[src/rtl/dmem_access_unit_pkg.sv]
// dmem_pkg: shared types and constants for the memory-stage access unit.
// The optional store-to-load forwarding path is enabled with the macro
// DMEM_STORE_FORWARD_EN (consumed by store_buffer and dmem_access_unit).
package dmem_pkg;

    localparam int DMEM_SB_DEPTH_DEFAULT = 4;

    // Widths of the buffered address/data fields; the top may use AW/DW up to these.
    localparam int DMEM_AW = 32;
    localparam int DMEM_DW = 32;

    // Clears the byte offset so every RAM access is word aligned.
    localparam logic [DMEM_AW-1:0] DMEM_WORD_MASK = 32'hFFFF_FFFC;

    typedef enum logic [2:0] {
        IDLE    = 3'd0,
        WR_REQ  = 3'd1,
        RD_REQ  = 3'd2,
        RD_WAIT = 3'd3,
        RD_DONE = 3'd4
    } dmem_state_t;

    typedef struct packed {
        logic [DMEM_AW-1:0] addr;
        logic [DMEM_DW-1:0] data;
    } sb_entry_t;

    function automatic logic [DMEM_AW-1:0] wordAlign(input logic [DMEM_AW-1:0] byteAddr);
        return byteAddr & DMEM_WORD_MASK;
    endfunction

endpackage

[src/rtl/dmem_access_unit_store_buffer.sv]
// store_buffer: in-order circular FIFO of pending stores.
// With DMEM_STORE_FORWARD_EN defined it also exposes a search port that
// returns the youngest buffered entry whose word address matches.
module store_buffer
    import dmem_pkg::*;
#(
    parameter int DEPTH = DMEM_SB_DEPTH_DEFAULT
) (
    input  logic               clk,
    input  logic               reset,
    input  logic               enq,
    input  sb_entry_t          enqEntry,
    input  logic               deq,
    output logic               full,
    output logic               empty,
    output sb_entry_t          head
`ifdef DMEM_STORE_FORWARD_EN
    ,
    input  logic [DMEM_AW-1:0] matchAddr,
    output logic               matchHit,
    output logic [DMEM_DW-1:0] matchData
`endif
);

    localparam int PW = $clog2(DEPTH);
    localparam logic [PW:0] FULL_COUNT = (PW+1)'(DEPTH);

    sb_entry_t     entries [DEPTH];
    logic [PW-1:0] rdPtrReg;
    logic [PW-1:0] wrPtrReg;
    logic [PW:0]   countReg;
    logic          doEnq;
    logic          doDeq;

    assign full  = (countReg == FULL_COUNT);
    assign empty = (countReg == '0);
    assign doEnq = enq & ~full;
    assign doDeq = deq & ~empty;
    assign head  = entries[rdPtrReg];

    // Pointer and occupancy bookkeeping; pointers wrap naturally at DEPTH
    always_ff @(posedge clk) begin
        if (!reset) begin
            rdPtrReg <= '0;
            wrPtrReg <= '0;
            countReg <= '0;
        end else begin
            if (doEnq) begin
                wrPtrReg <= wrPtrReg + PW'(1);
            end
            if (doDeq) begin
                rdPtrReg <= rdPtrReg + PW'(1);
            end
            countReg <= countReg + {{PW{1'b0}}, doEnq} - {{PW{1'b0}}, doDeq};
        end
    end

    // Entry storage; slots outside the valid window are never read, so no reset
    always_ff @(posedge clk) begin
        if (doEnq) begin
            entries[wrPtrReg] <= enqEntry;
        end
    end

`ifdef DMEM_STORE_FORWARD_EN
    logic [DEPTH-1:0] slotMatch;

    // A slot matches when it lies inside the occupied window and holds the same word
    generate
        for (genvar gi = 0; gi < DEPTH; gi++) begin : gSlot
            logic [PW-1:0] slotAge;
            assign slotAge       = PW'(gi) - rdPtrReg;
            assign slotMatch[gi] = ({1'b0, slotAge} < countReg) && (entries[gi].addr == matchAddr);
        end
    endgenerate

    // Walk from oldest to youngest so the last hit wins (youngest data)
    always_comb begin
        matchHit  = 1'b0;
        matchData = '0;
        for (int a = 0; a < DEPTH; a++) begin
            if (slotMatch[rdPtrReg + PW'(a)]) begin
                matchHit  = 1'b1;
                matchData = entries[rdPtrReg + PW'(a)].data;
            end
        end
    end
`endif

endmodule

[src/rtl/dmem_access_unit.sv]
// dmem_access_unit: M-stage access unit in front of a single-port,
// variable-latency data RAM. Stores are posted into store_buffer and drained
// in order; loads wait for the buffer to empty and then read the RAM.
// Optional macro DMEM_STORE_FORWARD_EN: loads hitting a buffered word are
// answered from the buffer in one cycle without a RAM read.
module dmem_access_unit
    import dmem_pkg::*;
#(
    parameter int SB_DEPTH = DMEM_SB_DEPTH_DEFAULT,
    parameter int AW       = 32,
    parameter int DW       = 32
) (
    input  logic          clk,
    input  logic          reset,
    input  logic          MemWriteM,
    input  logic          MemtoRegM,
    input  logic [AW-1:0] ALUOutM,
    input  logic [DW-1:0] WriteDataM,
    output logic          StallM,
    output logic [DW-1:0] ReadDataM,
    output logic          ReadValidM,
    output logic          mem_req,
    output logic          mem_we,
    output logic [AW-1:0] mem_addr,
    output logic [DW-1:0] mem_wdata,
    input  logic          mem_gnt,
    input  logic          mem_rvalid,
    input  logic [DW-1:0] mem_rdata
);

    dmem_state_t   stateReg;
    logic          memReqReg;
    logic          memWeReg;
    logic [AW-1:0] memAddrReg;
    logic [DW-1:0] memWdataReg;
    logic [DW-1:0] readDataReg;
    logic          readValidReg;

    logic          isStore;
    logic          isLoad;
    logic [AW-1:0] alignedAddr;
    sb_entry_t     enqEntry;
    sb_entry_t     sbHead;
    logic          sbFull;
    logic          sbEmpty;
    logic          sbEnq;
    logic          sbDeq;

    // A store wins when both requests are raised together
    assign isStore     = MemWriteM;
    assign isLoad      = MemtoRegM & ~MemWriteM;
    assign alignedAddr = AW'(wordAlign(DMEM_AW'(ALUOutM)));

    // Enqueue is refused while full even if the head leaves this cycle
    assign sbEnq = isStore & ~sbFull;
    assign sbDeq = (stateReg == WR_REQ) & mem_gnt;

    // Pack the aligned store into a buffer entry
    always_comb begin
        enqEntry      = '0;
        enqEntry.addr = DMEM_AW'(alignedAddr);
        enqEntry.data = DMEM_DW'(WriteDataM);
    end

`ifdef DMEM_STORE_FORWARD_EN
    logic               fwdMatch;
    logic [DMEM_DW-1:0] fwdData;
    logic               fwdHit;

    // Forward only while no RAM read belongs to this load and it has not completed
    assign fwdHit = isLoad & fwdMatch & ~readValidReg &
                    ((stateReg == IDLE) | (stateReg == WR_REQ));
`endif

    store_buffer #(
        .DEPTH    (SB_DEPTH)
    ) uStoreBuffer (
        .clk      (clk),
        .reset    (reset),
        .enq      (sbEnq),
        .enqEntry (enqEntry),
        .deq      (sbDeq),
        .full     (sbFull),
        .empty    (sbEmpty),
        .head     (sbHead)
`ifdef DMEM_STORE_FORWARD_EN
        ,
        .matchAddr(DMEM_AW'(alignedAddr)),
        .matchHit (fwdMatch),
        .matchData(fwdData)
`endif
    );

    // The load retires in the cycle its registered result is presented
    assign StallM = (isStore & sbFull) | (isLoad & ~readValidReg);

    // Access FSM: drains stores ahead of loads, one RAM transaction at a time
    always_ff @(posedge clk) begin
        if (!reset) begin
            stateReg     <= IDLE;
            memReqReg    <= 1'b0;
            memWeReg     <= 1'b0;
            memAddrReg   <= '0;
            memWdataReg  <= '0;
            readDataReg  <= '0;
            readValidReg <= 1'b0;
        end else begin
            readValidReg <= 1'b0;
`ifdef DMEM_STORE_FORWARD_EN
            if (fwdHit) begin
                readDataReg  <= DW'(fwdData);
                readValidReg <= 1'b1;
            end
`endif
            case (stateReg)
                IDLE: begin
                    if (!sbEmpty) begin
                        stateReg    <= WR_REQ;
                        memReqReg   <= 1'b1;
                        memWeReg    <= 1'b1;
                        memAddrReg  <= AW'(sbHead.addr);
                        memWdataReg <= DW'(sbHead.data);
                    end else if (isLoad && !readValidReg) begin
                        stateReg    <= RD_REQ;
                        memReqReg   <= 1'b1;
                        memWeReg    <= 1'b0;
                        memAddrReg  <= alignedAddr;
                    end
                end
                WR_REQ: begin
                    if (mem_gnt) begin
                        stateReg  <= IDLE;
                        memReqReg <= 1'b0;
                        memWeReg  <= 1'b0;
                    end
                end
                RD_REQ: begin
                    if (mem_gnt) begin
                        stateReg  <= RD_WAIT;
                        memReqReg <= 1'b0;
                    end
                end
                RD_WAIT: begin
                    if (mem_rvalid) begin
                        stateReg     <= RD_DONE;
                        readDataReg  <= mem_rdata;
                        readValidReg <= 1'b1;
                    end
                end
                RD_DONE: begin
                    stateReg <= IDLE;
                end
                default: begin
                    stateReg  <= IDLE;
                    memReqReg <= 1'b0;
                    memWeReg  <= 1'b0;
                end
            endcase
        end
    end

    assign mem_req    = memReqReg;
    assign mem_we     = memWeReg;
    assign mem_addr   = memAddrReg;
    assign mem_wdata  = memWdataReg;
    assign ReadDataM  = readDataReg;
    assign ReadValidM = readValidReg;

endmodule

[config.mk]
export PLATFORM = sky130hd
export DESIGN_NAME = dmem_access_unit
export DESIGN_NICKNAME = d
export VERILOG_FILES = /design/src/rtl/dmem_access_unit_pkg.sv /design/src/rtl/dmem_access_unit_store_buffer.sv /design/src/rtl/dmem_access_unit.sv
export SDC_FILE = /design/constraint.sdc
export NUM_CORES = 1
export LEC_CHECK = 0
export CELL_PAD_IN_SITES_DETAIL_PLACEMENT = 0
export CELL_PAD_IN_SITES_GLOBAL_PLACEMENT = 1
export CORE_ASPECT_RATIO = 1.25
export CORE_MARGIN = 5
export CORE_UTILIZATION = 30
export DETAILED_ROUTE_END_ITERATION = 16
export PLACE_DENSITY = 0.56
export RECOVER_POWER = 50
export SLEW_MARGIN = 20
export SYNTH_ARGS = -nofsm -noshare
export SYNTH_HDL_FRONTEND = slang
export SYNTH_SLANG_ARGS = --single-unit
[constraint.sdc]
create_clock -name clk -period 3.95 [get_ports clk]
set_input_delay 0.79 -clock clk [delete_from_list [all_inputs] [get_ports clk]]
set_output_delay 0.79 -clock clk [all_outputs]
set_load 0.005 [all_outputs]
==> impl_metrics.ini, run 1 <==
[place]
place_congestion = 0.6622
dp.final_hpwl_um = 18510
numPlacedInstances = 1588
io_buffers = 197

[cts]
cts_resized = 0
numCtsBuffers = 39
clockBufferDepth = 3
path_clk_slew_ns = 0.05
holdBufCountCts = 0
clockRootBuffer = clkbuf_16
cts-htree-levels = 2
cts_tree = yes
worst_skew_pair.late_latency_ns = 0.54
cts.sinks = 357
postCtsSetupRepairBufs = 0

[sta]
fin_crit_sh_pct = 75.76
min_period_ns = 2.992
rsz0062_at_grt = no
fin_hold_ws_ns = 0.4513
hold_violations = 0
fmax_ghz = 0.3342
final-setup-viol-count = 0
clock_skew_ns = 0.01458
drv_slew = 79
slew_headroom_pct = -13.24
tightest_slew_ns = 1.699
fin_setup_tns_ns = 0

[worst_setup_path]
r2r_slack_ns = 1.30
worstPathRequired_ns = 3.16
worstSetupPathType = input port to primary output
worstSetupStartpointType = input port
path_max_fanout = 2
worstPathArrival_ns = 2.20
end_kind = primary output

[yosys]
synth_area_leaders = edfxtp_1 56%, dfxtp_1 16%, mux4_2 10%, nand2_1 5.3%, a21boi_0 2.0%
synth_compound_area_share_pct = 6.789
yosysSeqAreaShare_pct = 72.07
synth_top_cell_area_share_pct = 55.74
netlist_area_sq_mm = 0.01336
synth_top_family_by_area = multiplexers
syn_inst = 857
ys_warn_count = 0
synth-simple-area-share_pct = 6.920
synth_xor_area_share_pct = 0.3277
yosysUniqueCellTypes = 40
synthFlopType = edfxtp_1
synth_edf_count = 248
yosys.area.top_type = edfxtp_1
ys_async_sr_fraction_pct = 0
synth_seq_cells = 357
syn_area_per_cell_sq_um = 15.59
synth_fa_ha_area_share_pct = 0.7117
synthMuxAreaShare_pct = 10.60

[flow_run]
drv_cap = 1

[global_routing]
grt_max_degree = 79
grt_use_met1_pct = 16.69
top_usage_layer = met2
grt-ovfl-total = 0
grt_antenna_before_repair = 6
use_met3_pct = 2.809
grt_pass1_vias = 8060
grt_use_total_pct = 12.87
grt.met2_usage_pct = 21.96
grt_pass1_wl_um = 48530

[die]
io_pins = 202
core_area_sq_mm = 0.04412
die_area_sq_mm = 0.04889
rows = 86
initial_core_util_pct = 30.29
dieHeight_um = 246.0
dieWidth_um = 198.8

[drt]
drt_iter0_drc = 356
vias = 7622
first_pass_iters = 4
drc = 0
ant_nets = 0
finalWirelength_um = 31860
routed_via_density = 4.592
wl_per_cell_um = 19.19

[power_and_ir_drop]
p_per_area_mw_per_mm2 = 641.8
ir_worst_vdd_mv = 0.3214
leakagePower_nw = 5.607

[min_path]
hp-class = register to register

[finish]
layout-drive-gt1-share_pct = 13.52
postLayoutCoreUtil_pct = 39.00
finalNonFillerCells = 1660
nets = 1166
area_growth_pct = 28.78

[status]
violations = capacitance limit, slew limit
status = finished with violations
==> metal layers <==
metal	wire length (um)	up-vias
met2	15760	193
met1	13680	3791
met3	1840	44
met4	552	4
li1	-	3590
met5	25	-
==> stage by stage <==
step / instance area, sq um / setup slack [ns] / power (mW)
floorplan: 13370 / 0.8648 / 6.428
global placement: 15950 / 0.7378 / 7.645
detailed placement: 15950 / 0.7451 / 7.671
CTS: 17220 / 1.019 / 11.31
global route: 17200 / 0.8530 / 11.72
finish: 17210 / 0.9576 / 11.04
==> cell type report <==
| type | instances | area [sq um] |
|---|---|---|
| fill | 4220 | 26910 |
| sequential | 357 | 9637 |
| multi-input combinational | 438 | 3413 |
| timing repair buffer | 214 | 2150 |
| clock buffer | 54 | 1084 |
| tap | 572 | 715.7 |
| clock inverter | 17 | 178.9 |
| inverter | 7 | 26.28 |
| antenna | 1 | 2.502 |
==> Yosys cell counts, types with 2 or more instances <==
master	n
edfxtp_1	248
nand2_1	190
dfxtp_1	109
mux4_2	62
a21boi_0	35
a21boi_1	31
a31oi_1	30
o21ai_0	22
buf_2	17
clkbuf_1	15
buf_4	14
and2_1	10
o21ai_1	10
inv_1	7
nor2b_1	7
ha_1	6
buf_1	5
a21oi_1	4
buf_6	4
nor2_1	4
xnor2_1	4
mux2i_1	2
nand2b_1	2
nor3_2	2
o22ai_1	2
==> power by group <==
part | switching [mW] | total [mW] | internal, mW
Clock | 1.44 | 3.57 | 2.13
Combinational | 1.44 | 2.61 | 1.17
Sequential | 0.280 | 4.86 | 4.59
Total | 3.16 | 11.0 | 7.88
==> sequential cells by signal, summed over array words and instances (netlist names), 2 cells and up, named ones only <==
signal,cells
stateReg,3
uStoreBuffer.rdPtrReg,2
ReadDataM,32
uStoreBuffer.countReg,3
uStoreBuffer.wrPtrReg,2
mem_wdata,32
mem_addr,30
uStoreBuffer.entries,248
==> cell usage in the layout (no fill, tap or decap), drive strengths merged, types with 2 or more instances in the layout <==
| cell type | netlist | final |
|---|---|---|
| mux4 | 62 | 62 |
| clkinv | 0 | 10 |
| clkbuf | 16 | 57 |
| dfxtp | 109 | 109 |
| a21boi | 67 | 67 |
| buf | 40 | 15 |
| edfxtp | 248 | 248 |
| o21ai | 32 | 32 |
| xnor2 | 4 | 4 |
| inv | 7 | 10 |
| mux2i | 2 | 2 |
| and2 | 10 | 10 |
| o22ai | 2 | 2 |
| nand2 | 191 | 191 |
| nand2b | 2 | 2 |
| ha | 6 | 6 |
| dlygate4sd3 | 0 | 63 |
| a21oi | 4 | 4 |
| clkdlybuf4s50 | 0 | 133 |
| nor2 | 4 | 4 |
| conb | 1 | 2 |
| nor3 | 3 | 3 |
| a31oi | 31 | 31 |
| bufinv | 0 | 3 |
| nor2b | 7 | 7 |
==> worst max-delay path, cell delays in order <==
cell             delay [ns]
dlygate4sd3_1          0.57
inv_1                  0.09
a31oi_2                0.04
a21oi_1                0.16
clkdlybuf4s50_1        0.55
==> worst paths after layout <==
path	to	from	depth (start not counted)
worst max-delay path	StallM	MemWriteM	5
worst min-delay path	mem_wdata[2]$_SDFFE_PN0P_	mem_wdata[2]$_SDFFE_PN0P_	2
worst max register to register	uStoreBuffer.entries[1][58]$_DFFE_PP_	uStoreBuffer.countReg[1]$_SDFF_PN0_	5
worst min register to register	mem_wdata[2]$_SDFFE_PN0P_	mem_wdata[2]$_SDFFE_PN0P_	2
==> cell families after synthesis <==
kind of cell / count (synthesis)
other cells: 1
xor+xnor: 5
buf+inv: 63
compound gates: 136
fa+ha+maj: 7
flops: 357
simple gates: 224
mux: 64
Note: power is estimated with default switching activity, not from simulation.
==> inputs of run 2 (changes only) <==
- clock period: 3.95 -> 3 ns (I/O delays scaled with it)
==> run 2 against run 1 <==
Against the previous run: the run now ends clean; via count is 0.14% lower; utilization is 0.094 points lower; combinational power grew 35%; flip-flop and latch count unchanged; critical path type is now input port to register; critical endpoint is now uStoreBuffer.entries[0][23]$_DFFE_PP_; largest power group unchanged; highest routed layer unchanged.
==> impl_metrics.ini, run 2 (synthesis gave the netlist of run 1 again) <==
[cts]
clockRootBuffer = clkbuf_16
cts-htree-levels = 2
clockBufferDepth = 3
holdBufCountCts = 0
cts_tree = yes
numCtsBuffers = 38
cts_resized = 0
worst_skew_pair.late_latency_ns = 0.53
path_clk_slew_ns = 0.06
cts.sinks = 357
postCtsSetupRepairBufs = 0

[drt]
routed_via_density = 4.582
drt_iter0_drc = 291
ant_nets = 0
vias = 7611
first_pass_iters = 4
drc = 0
wl_per_cell_um = 19.27
finalWirelength_um = 32010

[sta]
tightest_slew_ns = 1.355
final-setup-viol-count = 0
min_period_ns = 2.535
fin_crit_sh_pct = 84.49
drv_slew = 0
clock_skew_ns = 0.01481
hold_violations = 0
slew_headroom_pct = 9.661
rsz0062_at_grt = no
fmax_ghz = 0.3945
fin_setup_tns_ns = 0

[min_path]
hp-start = mem_wdata[30]$_SDFFE_PN0P_
hp-class = register to register
hold_path_end = mem_wdata[30]$_SDFFE_PN0P_
holdPathStages = 2

[die]
rows = 86
initial_core_util_pct = 30.29
io_pins = 202
dieWidth_um = 198.8
core_area_sq_mm = 0.04412
dieHeight_um = 246.0
die_area_sq_mm = 0.04889

[worst_setup_path]
r2r_slack_ns = 0.47
worstSetupPathType = input port to register
worstPathArrival_ns = 2.67
cpMaxStageDelayCell = clkbuf_2
end_kind = register
worstPathRequired_ns = 3.14
path_max_fanout = 28
crit_family = buffers and inverters
worstSetupStartpointType = input port
path_cells = clkdlybuf4s50_1, inv_1, a31oi_2, clkbuf_1, and2_0, clkbuf_2
rr_worst_depth = 9
worst-path-buf-inv = 4
r2r-start = uStoreBuffer.countReg[2]$_SDFF_PN0_
slowest_delay_ns = 0.73
timing.rr.end = uStoreBuffer.countReg[2]$_SDFF_PN0_

[finish]
largest_register = uStoreBuffer.entries
final_cell_mix = 248 x edfxtp_1, 190 x nand2_1, 134 x clkdlybuf4s50_1
largest_reg_flops = 248
nets = 1169
final_common_cell = edfxtp_1
area_growth_pct = 28.47
layout-drive-gt1-share_pct = 13.24

[global_routing]
grt_pass1_wl_um = 49220
grt_pass1_vias = 8061
grt_antenna_before_repair = 6
grt-ovfl-total = 0
grt_max_degree = 61
grt_use_total_pct = 13.03

[status]
status = complete, no violations

[flow_run]
drv_cap = 0

[power_and_ir_drop]
leakagePower_nw = 5.587
total_power_mw = 14.33
p_per_area_mw_per_mm2 = 834.9
ir_worst_vdd_mv = 0.4265

[place]
place_congestion = 0.6581
io_buffers = 197
dp.final_hpwl_um = 19030
[run 2: how the worst max path moves through the flow]
stage                                                   start                               endpoint  slack [ns]  depth (start not counted)
after floorplan                                     MemWriteM   uStoreBuffer.entries[2][0]$_DFFE_PP_        0.10                          3
after global placement                                mem_gnt    uStoreBuffer.countReg[2]$_SDFF_PN0_        0.06                         10
after detailed placement                              mem_gnt    uStoreBuffer.countReg[2]$_SDFF_PN0_        0.09                         10
after CTS                 uStoreBuffer.countReg[2]$_SDFF_PN0_    uStoreBuffer.countReg[2]$_SDFF_PN0_        0.46                          9
after global routing      uStoreBuffer.countReg[2]$_SDFF_PN0_             mem_wdata[26]$_SDFFE_PN0P_        0.27                          6
final                                               MemWriteM  uStoreBuffer.entries[0][23]$_DFFE_PP_        0.47                          6
[run 2: stage by stage]
step	hold WS, ns	cells	util, %	setup WS [ns]	cell area (sq um)
2_1_floorplan	0.4514	858	-	0.1048	13370
3_3_place_gp	0.4417	1592	36.43	0.06430	16070
3_5_place_dp	0.4450	1592	36.43	0.08795	16070
4_1_cts	0.4531	1660	39.08	0.4595	17240
5_1_grt	0.4722	1660	38.90	0.2729	17160
6_report	0.4496	1661	38.91	0.4653	17170
[run 2: area by class of cell]
class	count	area, sq um
Antenna cell	1	2.502
Clock buffer	60	1126
Clock inverter	8	45.04
Fill cell	4186	26950
Inverter	7	26.28
Multi-Input combinational cell	438	3405
Sequential cell	357	9637
Tap cell	572	715.7
Timing Repair Buffer	218	2208
[run 2: routing by layer]
metal,track usage [%],wire length [um]
met1,16.72,14020
met2,22.40,15500
met3,2.782,1755
met4,3.461,693
met5,0,34
[run 2: power breakdown]
| group | switching [mW] | leakage [nW] | internal [mW] |
|---|---|---|---|
| Sequential | 0.335 | 3.17 | 6.04 |
| Combinational | 1.95 | 1.85 | 1.58 |
| Clock | 1.85 | 0.571 | 2.58 |
[run 2: worst min-delay path: stages (launching register included)]
cell      delay [ns]
dfxtp_1         0.30
nand2_1         0.05
a21boi_1        0.05
